--- config.mk ---
export PLATFORM = sky130hd
export DESIGN_NAME = cmd_entry_seq
export DESIGN_NICKNAME = d
export VERILOG_FILES = /design/src/rtl/cmd_entry_pkg.sv /design/src/rtl/key_edge_det.sv /design/src/rtl/cmd_entry_seq.sv
export SDC_FILE = /design/constraint.sdc
export NUM_CORES = 1
export LEC_CHECK = 0
export ABC_CLOCK_PERIOD_IN_PS = 2150
export CAP_MARGIN = 20
export CORE_MARGIN = 2
export CORE_UTILIZATION = 30
export CTS_BUF_LIST = sky130_fd_sc_hd__clkbuf_8
export CTS_CLUSTER_DIAMETER = 50
export DETAILED_ROUTE_END_ITERATION = 16
export SETUP_SLACK_MARGIN = 0.02
export SLEW_MARGIN = 15
export SYNTH_ARGS = -nofsm -noshare
export SYNTH_HDL_FRONTEND = slang
export SYNTH_SLANG_ARGS = --single-unit
--- constraint.sdc ---
create_clock -name clk -period 2.15 [get_ports clk]
set_input_delay 0.3225 -clock clk [delete_from_list [all_inputs] [get_ports clk]]
set_output_delay 0.3225 -clock clk [all_outputs]
set_load 0.005 [all_outputs]
--- src/rtl/cmd_entry_pkg.sv ---
// rtl/cmd_entry_pkg.sv - shared select codes, phase codes and state encoding for the command-entry sequencer
package cmd_entry_pkg;

    localparam logic [1:0] SEL_OP_A   = 2'b00;
    localparam logic [1:0] SEL_OP_B   = 2'b01;
    localparam logic [1:0] SEL_RESULT = 2'b10;

    localparam logic [1:0] PHASE_A      = 2'd0;
    localparam logic [1:0] PHASE_B      = 2'd1;
    localparam logic [1:0] PHASE_RESULT = 2'd2;
    localparam logic [1:0] PHASE_DONE   = 2'd3;

    typedef enum logic [2:0] {
        ENTER_A  = 3'd0,
        STROBE_A = 3'd1,
        ENTER_B  = 3'd2,
        STROBE_B = 3'd3,
        WAIT     = 3'd4,
        STROBE_R = 3'd5,
        DONE     = 3'd6
    } state_t;

    // Operator-visible phase for a given sequencer state.
    function automatic logic [1:0] state_phase(input state_t s);
        case (s)
            ENTER_A, STROBE_A: state_phase = PHASE_A;
            ENTER_B, STROBE_B: state_phase = PHASE_B;
            WAIT, STROBE_R:    state_phase = PHASE_RESULT;
            default:           state_phase = PHASE_DONE;
        endcase
    endfunction

    // States in which key entries are not accepted.
    function automatic logic state_busy(input state_t s);
        state_busy = (s == STROBE_A) || (s == STROBE_B) || (s == WAIT) || (s == STROBE_R);
    endfunction

endpackage

--- src/rtl/key_edge_det.sv ---
// rtl/key_edge_det.sv - key level register and single-cycle rising-edge pulse
module key_edge_det (
    input  logic clk,
    input  logic reset,
    input  logic key_in,
    output logic key_edge
);

    logic key_q;

    // Track the previous key level every cycle, regardless of what the sequencer is doing.
    always_ff @(posedge clk) begin
        if (reset) begin
            key_q <= 1'b0;
        end else begin
            key_q <= key_in;
        end
    end

    assign key_edge = key_in & ~key_q;

endmodule

--- src/rtl/cmd_entry_seq.sv ---
// rtl/cmd_entry_seq.sv - chunked operand entry and A/B/result load strobe sequencer (optional abort: CMD_ENTRY_ABORT_EN)
module cmd_entry_seq
    import cmd_entry_pkg::*;
#(
    parameter int DATA_W      = 32,
    parameter int SW_W        = 8,
    parameter int RESULT_WAIT = 2
) (
    input  logic                                clk,
    input  logic                                reset,
    input  logic                                key_in,
    input  logic [SW_W-1:0]                     sw_in,
`ifdef CMD_ENTRY_ABORT_EN
    input  logic                                abort_in,
`endif
    output logic                                enable,
    output logic [1:0]                          select,
    output logic [DATA_W-1:0]                   data_out,
    output logic [1:0]                          phase,
    output logic [$clog2(DATA_W/SW_W+1)-1:0]    chunk_cnt,
    output logic                                busy
);

    localparam int CHUNKS = DATA_W / SW_W;
    localparam int CNT_W  = $clog2(CHUNKS + 1);
    localparam int WAIT_W = $clog2(RESULT_WAIT + 1);

    state_t              state;
    logic [DATA_W-1:0]   shift;
    logic [DATA_W-1:0]   shift_next;
    logic [WAIT_W-1:0]   wait_cnt;
    logic                key_edge;
    logic                abort;

    key_edge_det u_key_edge_det (
        .clk      (clk),
        .reset    (reset),
        .key_in   (key_in),
        .key_edge (key_edge)
    );

`ifdef CMD_ENTRY_ABORT_EN
    assign abort = abort_in;
`else
    assign abort = 1'b0;
`endif

    // New chunk enters at the bottom so the first chunk entered ends up in the MSBs.
    always_comb begin
        shift_next = (shift << SW_W) | DATA_W'(sw_in);
    end

    // Phase and busy are pure decodes of the registered state.
    always_comb begin
        phase = state_phase(state);
        busy  = state_busy(state);
    end

    // Sequencer: chunk accumulation, load strobes and the ALU settle wait.
    always_ff @(posedge clk) begin
        if (reset) begin
            state     <= ENTER_A;
            enable    <= 1'b0;
            select    <= SEL_OP_A;
            data_out  <= '0;
            shift     <= '0;
            chunk_cnt <= '0;
            wait_cnt  <= '0;
        end else begin
            enable   <= 1'b0;
            data_out <= '0;
            case (state)
                ENTER_A, ENTER_B: begin
                    if (abort) begin
                        shift     <= '0;
                        chunk_cnt <= '0;
                        state     <= ENTER_A;
                    end else if (key_edge) begin
                        shift     <= shift_next;
                        chunk_cnt <= chunk_cnt + 1'b1;
                        if (chunk_cnt == CNT_W'(CHUNKS - 1)) begin
                            state <= (state == ENTER_A) ? STROBE_A : STROBE_B;
                        end
                    end
                end
                STROBE_A: begin
                    enable    <= 1'b1;
                    select    <= SEL_OP_A;
                    data_out  <= shift;
                    shift     <= '0;
                    chunk_cnt <= '0;
                    state     <= ENTER_B;
                end
                STROBE_B: begin
                    enable    <= 1'b1;
                    select    <= SEL_OP_B;
                    data_out  <= shift;
                    shift     <= '0;
                    chunk_cnt <= '0;
                    wait_cnt  <= WAIT_W'(RESULT_WAIT - 1);
                    state     <= WAIT;
                end
                WAIT: begin
                    if (wait_cnt == '0) begin
                        state <= STROBE_R;
                    end else begin
                        wait_cnt <= wait_cnt - 1'b1;
                    end
                end
                STROBE_R: begin
                    enable <= 1'b1;
                    select <= SEL_RESULT;
                    state  <= DONE;
                end
                DONE: begin
                    // The restarting key press only restarts; its chunk is not kept.
                    if (abort || key_edge) begin
                        shift     <= '0;
                        chunk_cnt <= '0;
                        state     <= ENTER_A;
                    end
                end
                default: begin
                    state <= ENTER_A;
                end
            endcase
        end
    end

endmodule
==> results of run 1 <==
## Yosys cell counts
library cell / instances
nand3b_1: 1
nand2b_1: 2
a22o_1: 8
nor2b_1: 6
buf_4: 1
a32oi_1: 1
clkbuf_1: 5
nor3_1: 3
nor4b_1: 1
nor4b_4: 1
and2b_2: 1
and2_1: 32
buf_6: 3
and2b_1: 1
a21oi_1: 4
buf_2: 6
dfxtp_1: 76
mux2_2: 1
nor2_1: 4
or3b_1: 1
and3_1: 1
o21a_1: 1
inv_1: 5
o32ai_4: 1
nand2_1: 3
o21ai_0: 2
a31oi_1: 1
o32ai_1: 1
a22o_2: 26
ha_1: 3
## through the flow
step	hold WS, ns	power (W)	TNS (ns)	area (um2)	setup WS [ns]
6_report	0.476	0.00265	0	3300	0.123
5_1_grt	0.487	0.00277	0	3300	0.0406
4_1_cts	0.473	0.00268	0	3300	0.109
3_5_place_dp	0.450	0.00158	-0.219	3090	-0.0162
3_3_place_gp	0.451	0.00158	0	3090	0.0293
2_1_floorplan	0.431	0.00153	0	2460	0.847
## layer usage
metal	global-route usage, %	wire [um]	up-vias
met2	14.3	1810	43
met1	15.7	2290	680
met5	0	0	-
met4	7.25	120	0
li1	-	-	811
met3	3.83	280	10
## registers in the layout (all words and copies together) (netlist names)
name and cells:
data_out 32, shift 32, chunk_cnt 3, state 3, select 2, wait_cnt 2, enable 1, u_key_edge_det.key_q 1
## path summary, 6_finish.rpt
check / endpoint / startpoint / slack [ns] / cells after the start
min reg2reg: data_out[29]$_SDFF_PP0_ / shift[29]$_SDFFE_PP0P_ / 0.48 / 1
max reg2reg: shift[23]$_SDFFE_PP0P_ / state[0]$_SDFFE_PP0P_ / 0.35 / 4
max: busy / state[0]$_SDFFE_PP0P_ / 0.12 / 3
min: data_out[29]$_SDFF_PP0_ / shift[29]$_SDFFE_PP0P_ / 0.48 / 1
## report_power, final
| group | switching [W] | internal [W] |
|---|---|---|
| Clock | 0.000508 | 0.000601 |
| Combinational | 0.0000424 | 0.0000604 |
| Sequential | 0.0000162 | 0.00143 |
## cells by family (layout without fill, tap and decap cells)
family | after synthesis | in the layout
mux | 1 | 1
compound gates | 45 | 45
flops | 76 | 76
fa+ha+maj | 3 | 3
buf+inv | 20 | 78
simple gates | 57 | 57
## area by class of cell
class / instances / share of cell area [%]
flip-flops and latches: 76 / 46.1
multi-input cells: 106 / 25.4
repair buffers: 57 / 17.6
clock buffers: 11 / 4.59
well taps: 105 / 3.98
clock inverters: 5 / 1.82
inverters: 5 / 0.568
## worst max-delay path, cell delays in order (launching register included)
cell             delay [ns]
dfxtp_1                0.63
nor2_1                 0.10
a21oi_1                0.13
clkdlybuf4s50_1        0.51
## repair_timing
item,CTS,global route
hold endpoints to repair,0,0
endpoints found under the setup margin,0,32
gates resized for setup,0,1
==> out/results.txt, run 1 <==
status -> complete, no violations
Cell Pwr Density -> 804 mW/mm2
synth warn -> 0
starting density of the core -> 30.4%
adder-cell share of the synthesized area -> 1.53%
synth unique cells -> 30
multi-input logic area -> 838 um2
Worst Max-Slew Pin Slew -> 0.846 ns
Buffers on Ports -> 51
XOR/XNOR Fraction of Synth Area -> 0%
Max H-tree Level -> 3
Worst EP required -> 1.83 ns
commonest non-fill, non-tap cell in the layout -> dfxtp_1
wire length of the first global-routing pass -> 7480 um
First DRT Iteration DRCs -> 48
worst min path class -> flop to flop
Crit. End Element -> output port
final setup fails -> 0
clk buf depth -> 2
# Post-CTS Setup Buffers -> 0
register area -> 0.00152 mm2
area delta synth->final -> 34.2%
RSZ-0062 raised after global routing -> no
CTS tree -> yes
syn nets -> 216
vias in the first global route -> 1517
fin crit share -> 94.3%
Cells after DPL -> 349
main combinational cell family by area after synthesis -> compound AO/OA/AOI/OAI gates
nets -> 269
most frequent cells in the layout -> dfxtp_1, clkdlybuf4s50_1, and2_1, a22o_2, clkbuf_8
Antenna diodes -> 0
final WL -> 4500 um
Slew Limit Fails -> 0
I/O pins -> 52
area share of the leading cell type in the synthesized netlist -> 61.8%
clk_skew -> 0.00875 ns
Post-Syn Area per Cell -> 12.2 um2
WL per Instance -> 12.3 um
multiplexer share of the synthesized area -> 0.458%
Hold Buf Count CTS -> 0
GP Congestion -> 0.680
crit path DAT -> 1.70 ns
peak supply drop -> 0.232 mV
worst-path maximum fanout -> 12
synth top area cells -> dfxtp_1, a22o_2, and2_1
Skew-Pair Late Insertion Delay -> 0.34 ns
clk sink count -> 76
Compound-Gate Fraction of Synth Area -> 17.0%
Reg clk slew, reported paths -> 0.07 ns
layout cells sized above 1 -> 20.4%
drt pass-1 iters -> 4
Post-Synth Simple-Gate Area -> 14.7%
Clk Tree Root Cell -> clkbuf_8
CP Launch Type -> flop
Yosys reg bits -> 76
core area -> 0.00809 mm2
fin crit period -> 2.03 ns
vias per cell -> 4.23
die height -> 94.6 um
via count -> 1544
grt ovf -> 0
static leakage -> 1.27 nW
num rows -> 33
max cap viols -> 0
post-layout instance count excluding filler cells -> 365
CP Class -> flop to output port
Max Fclk -> 493 MHz
post-synth top area cell -> dfxtp_1
CTS buffer count -> 9
Synth Cell Area -> 0.00246 mm2
die area -> 0.00894 mm2
Post-DRT Antenna Nets -> 0
Seq/Total Area, Yosys -> 61.8%
Total GRT Usage -> 11.2%
Synth Instances -> 202
Die Wd -> 94.6 um
largest net degree at the start of global routing -> 36
Slew HR -> 43.6%
Final Hold Violating Endpoints -> 0
DRC violations left -> 0
dpl hpwl -> 2880 um
final core utilization -> 40.8%
initial antenna violation count -> 0
fillers -> 801
No activity file was read; power rests on OpenSTA's default activity.
==> run 2, diff against run 1 <==
- ABC_CLOCK_PERIOD_IN_PS: 2150 -> 2300
- clock period: 2.15 -> 2.3 ns (I/O delays scaled with it)
==> out/results.txt, run 2 (same netlist as run 1, synthesis figures left out) <==
setup TNS -> 0 ns (unchanged)
RSZ-0062 raised after global routing -> no
Reg2Reg Launch Point -> state[0]$_SDFFE_PP0P_
# Post-CTS Setup Buffers -> 0 (unchanged)
fin area -> 0.00329 mm2 (-0.30%)
Resized Gates After CTS -> 0 (unchanged)
Critical path origin -> state[0]$_SDFFE_PP0P_
die height -> 94.6 um (unchanged)
Buf+Inv Stages, Crit Path -> 1 (unchanged)
core area -> 0.00809 mm2 (unchanged)
clk sink count -> 76 (unchanged)
Final WS setup -> 0.245 ns (+0.122 ns)
area delta synth->final -> 33.8%
Slew HR -> 38.7% (-4.9 points)
final setup fails -> 0 (unchanged)
Skew-Pair Late Insertion Delay -> 0.35 ns (about the same)
Post-DRT Antenna Nets -> 0 (unchanged)
CP delay by family, top -> flip-flops
Worst Max-Slew Pin Slew -> 0.915 ns (+0.0691 ns)
vias per cell -> 4.33 (+2.3%)
DRC violations left -> 0 (unchanged)
crit path DAT -> 1.71 ns (about the same)
fin crit share -> 89.3%
I/O pins -> 52 (unchanged)
Final Hold Violating Endpoints -> 0 (unchanged)
Reg clk slew, reported paths -> 0.08 ns (about the same)
via count -> 1571 (+1.7%)
FF-to-FF End -> data_out[15]$_SDFF_PP0_
CTS tree -> yes
vias in the first global route -> 1566 (+3.2%)
FF-to-FF path depth -> 3 (-1)
pre-CTS setup slack -> 0.166 ns (+0.182 ns)
final WL -> 4490 um (-0.31%)
First DRT Iteration DRCs -> 46 (-4.2%)
dpl hpwl -> 2950 um (+2.7%)
FF-to-FF setup slack -> 0.30 ns (-0.05 ns)
Buffers on Ports -> 51 (unchanged)
Top Registers -> data_out x32, shift x32
commonest non-fill, non-tap cell in the layout -> dfxtp_1
max cap viols -> 0 (unchanged)
initial antenna violation count -> 0 (unchanged)
clk buf depth -> 2 (unchanged)
Clk Tree Root Cell -> clkbuf_8
largest net degree at the start of global routing -> 36 (unchanged)
Max H-tree Level -> 3 (unchanged)
worst-path maximum fanout -> 12 (unchanged)
CP Class -> flop to output port
Total GRT Usage -> 11.4% (+0.22 points)
Hold Buf Count CTS -> 0 (unchanged)
status -> complete, no violations
worst min path class -> flop to flop
wire length of the first global-routing pass -> 7660 um (+2.4%)
layout cells sized above 1 -> 19.8% (-0.62 points)
num rows -> 33 (unchanged)
die area -> 0.00894 mm2 (unchanged)
Crit. End Element -> output port
drt pass-1 iters -> 4 (unchanged)
nets -> 267 (-0.74%)
Hold Crit Depth -> 1 (unchanged)
starting density of the core -> 30.4% (unchanged)
CTS buffer count -> 9 (unchanged)
crit path to -> busy
peak supply drop -> 0.332 mV (+43%)
Cell Pwr Density -> 776 mW/mm2 (-3.5%)
WL per Instance -> 12.4 um (+0.24%)
clk_skew -> 0.00988 ns (+0.00113 ns)
CP Launch Type -> flop
Slew Limit Fails -> 0 (unchanged)
static leakage -> 1.26 nW (-0.72%)
GP Congestion -> 0.719 (+5.8%)
Max Fclk -> 487 MHz
grt ovf -> 0 (unchanged)
Antenna diodes -> 0 (unchanged)
Final Hold Slack -> 0.474 ns (-0.00148 ns)
CP max stage cell -> dfxtp_1
Die Wd -> 94.6 um (unchanged)
Crit path largest cell delay -> 0.62 ns (about the same)
most frequent cells in the layout -> dfxtp_1, clkdlybuf4s50_1, and2_1, a22o_2, clkbuf_8
Worst EP required -> 1.96 ns (+0.13 ns)
CP Cell Sequence -> nor2_1 -> a21oi_1 -> clkdlybuf4s50_1
Crit. path cell count -> 3 (unchanged)
DP Area -> 0.00307 mm2 (-0.49%)
fin crit period -> 2.05 ns
-- run 2: cell types whose count changed in the layout (fill, tap and decap cells not counted), moves of 2 or more --
cell,change
inv_6,+2
clkbuf_8,-2
buf_4,-2
clkinv_4,-2
-- run 2: how the worst min path moves through the flow --
stage,start,endpoint,slack [ns]
4_1_cts,shift[25]$_SDFFE_PP0P_,data_out[25]$_SDFF_PP0_,0.47
6_report,shift[29]$_SDFFE_PP0P_,data_out[29]$_SDFF_PP0_,0.47
3_3_place_gp,shift[31]$_SDFFE_PP0P_,data_out[31]$_SDFF_PP0_,0.45
5_1_grt,shift[29]$_SDFFE_PP0P_,shift[29]$_SDFFE_PP0P_,0.49
2_1_floorplan,shift[24]$_SDFFE_PP0P_,data_out[24]$_SDFF_PP0_,0.43
3_5_place_dp,shift[25]$_SDFFE_PP0P_,data_out[25]$_SDFF_PP0_,0.45
-- run 2: cell type report --
| cell class | instances | area, um2 |
|---|---|---|
| Timing Repair Buffer | 55 | 566 |
| Multi-Input combinational cell | 106 | 833 |
| Fill cell | 808 | 4800 |
| Tap cell | 105 | 131 |
| Sequential cell | 76 | 1520 |
| Inverter | 5 | 18.8 |
| Clock buffer | 9 | 124 |
| Clock inverter | 7 | 97.6 |
-- run 2: power breakdown --
group          switching, W  total [W]  internal (W)
Sequential        0.0000153    0.00135       0.00133
Clock              0.000497    0.00111      0.000616
Combinational     0.0000380  0.0000921     0.0000541
Total              0.000551    0.00255       0.00200
-- run 2: per-layer routing --
metal / part of all wire [%] / vias to the layer above / track usage, %
met5: 0 / - / 0
met1: 50 / 709 / 15.9
met3: 5.0 / 10 / 2.79
li1: - / 803 / -
met2: 42 / 49 / 15.1
met4: 3.1 / 0 / 8.33
-- run 2: metrics by stage --
step | std cells | utilization [%] | power (W)
global route | 363 | 40.7 | 0.00265
finish | 363 | 40.7 | 0.00255
floorplan | 202 | - | 0.00143
CTS | 363 | 40.7 | 0.00258
global placement | 347 | 37.9 | 0.00147
detailed placement | 347 | 37.9 | 0.00147
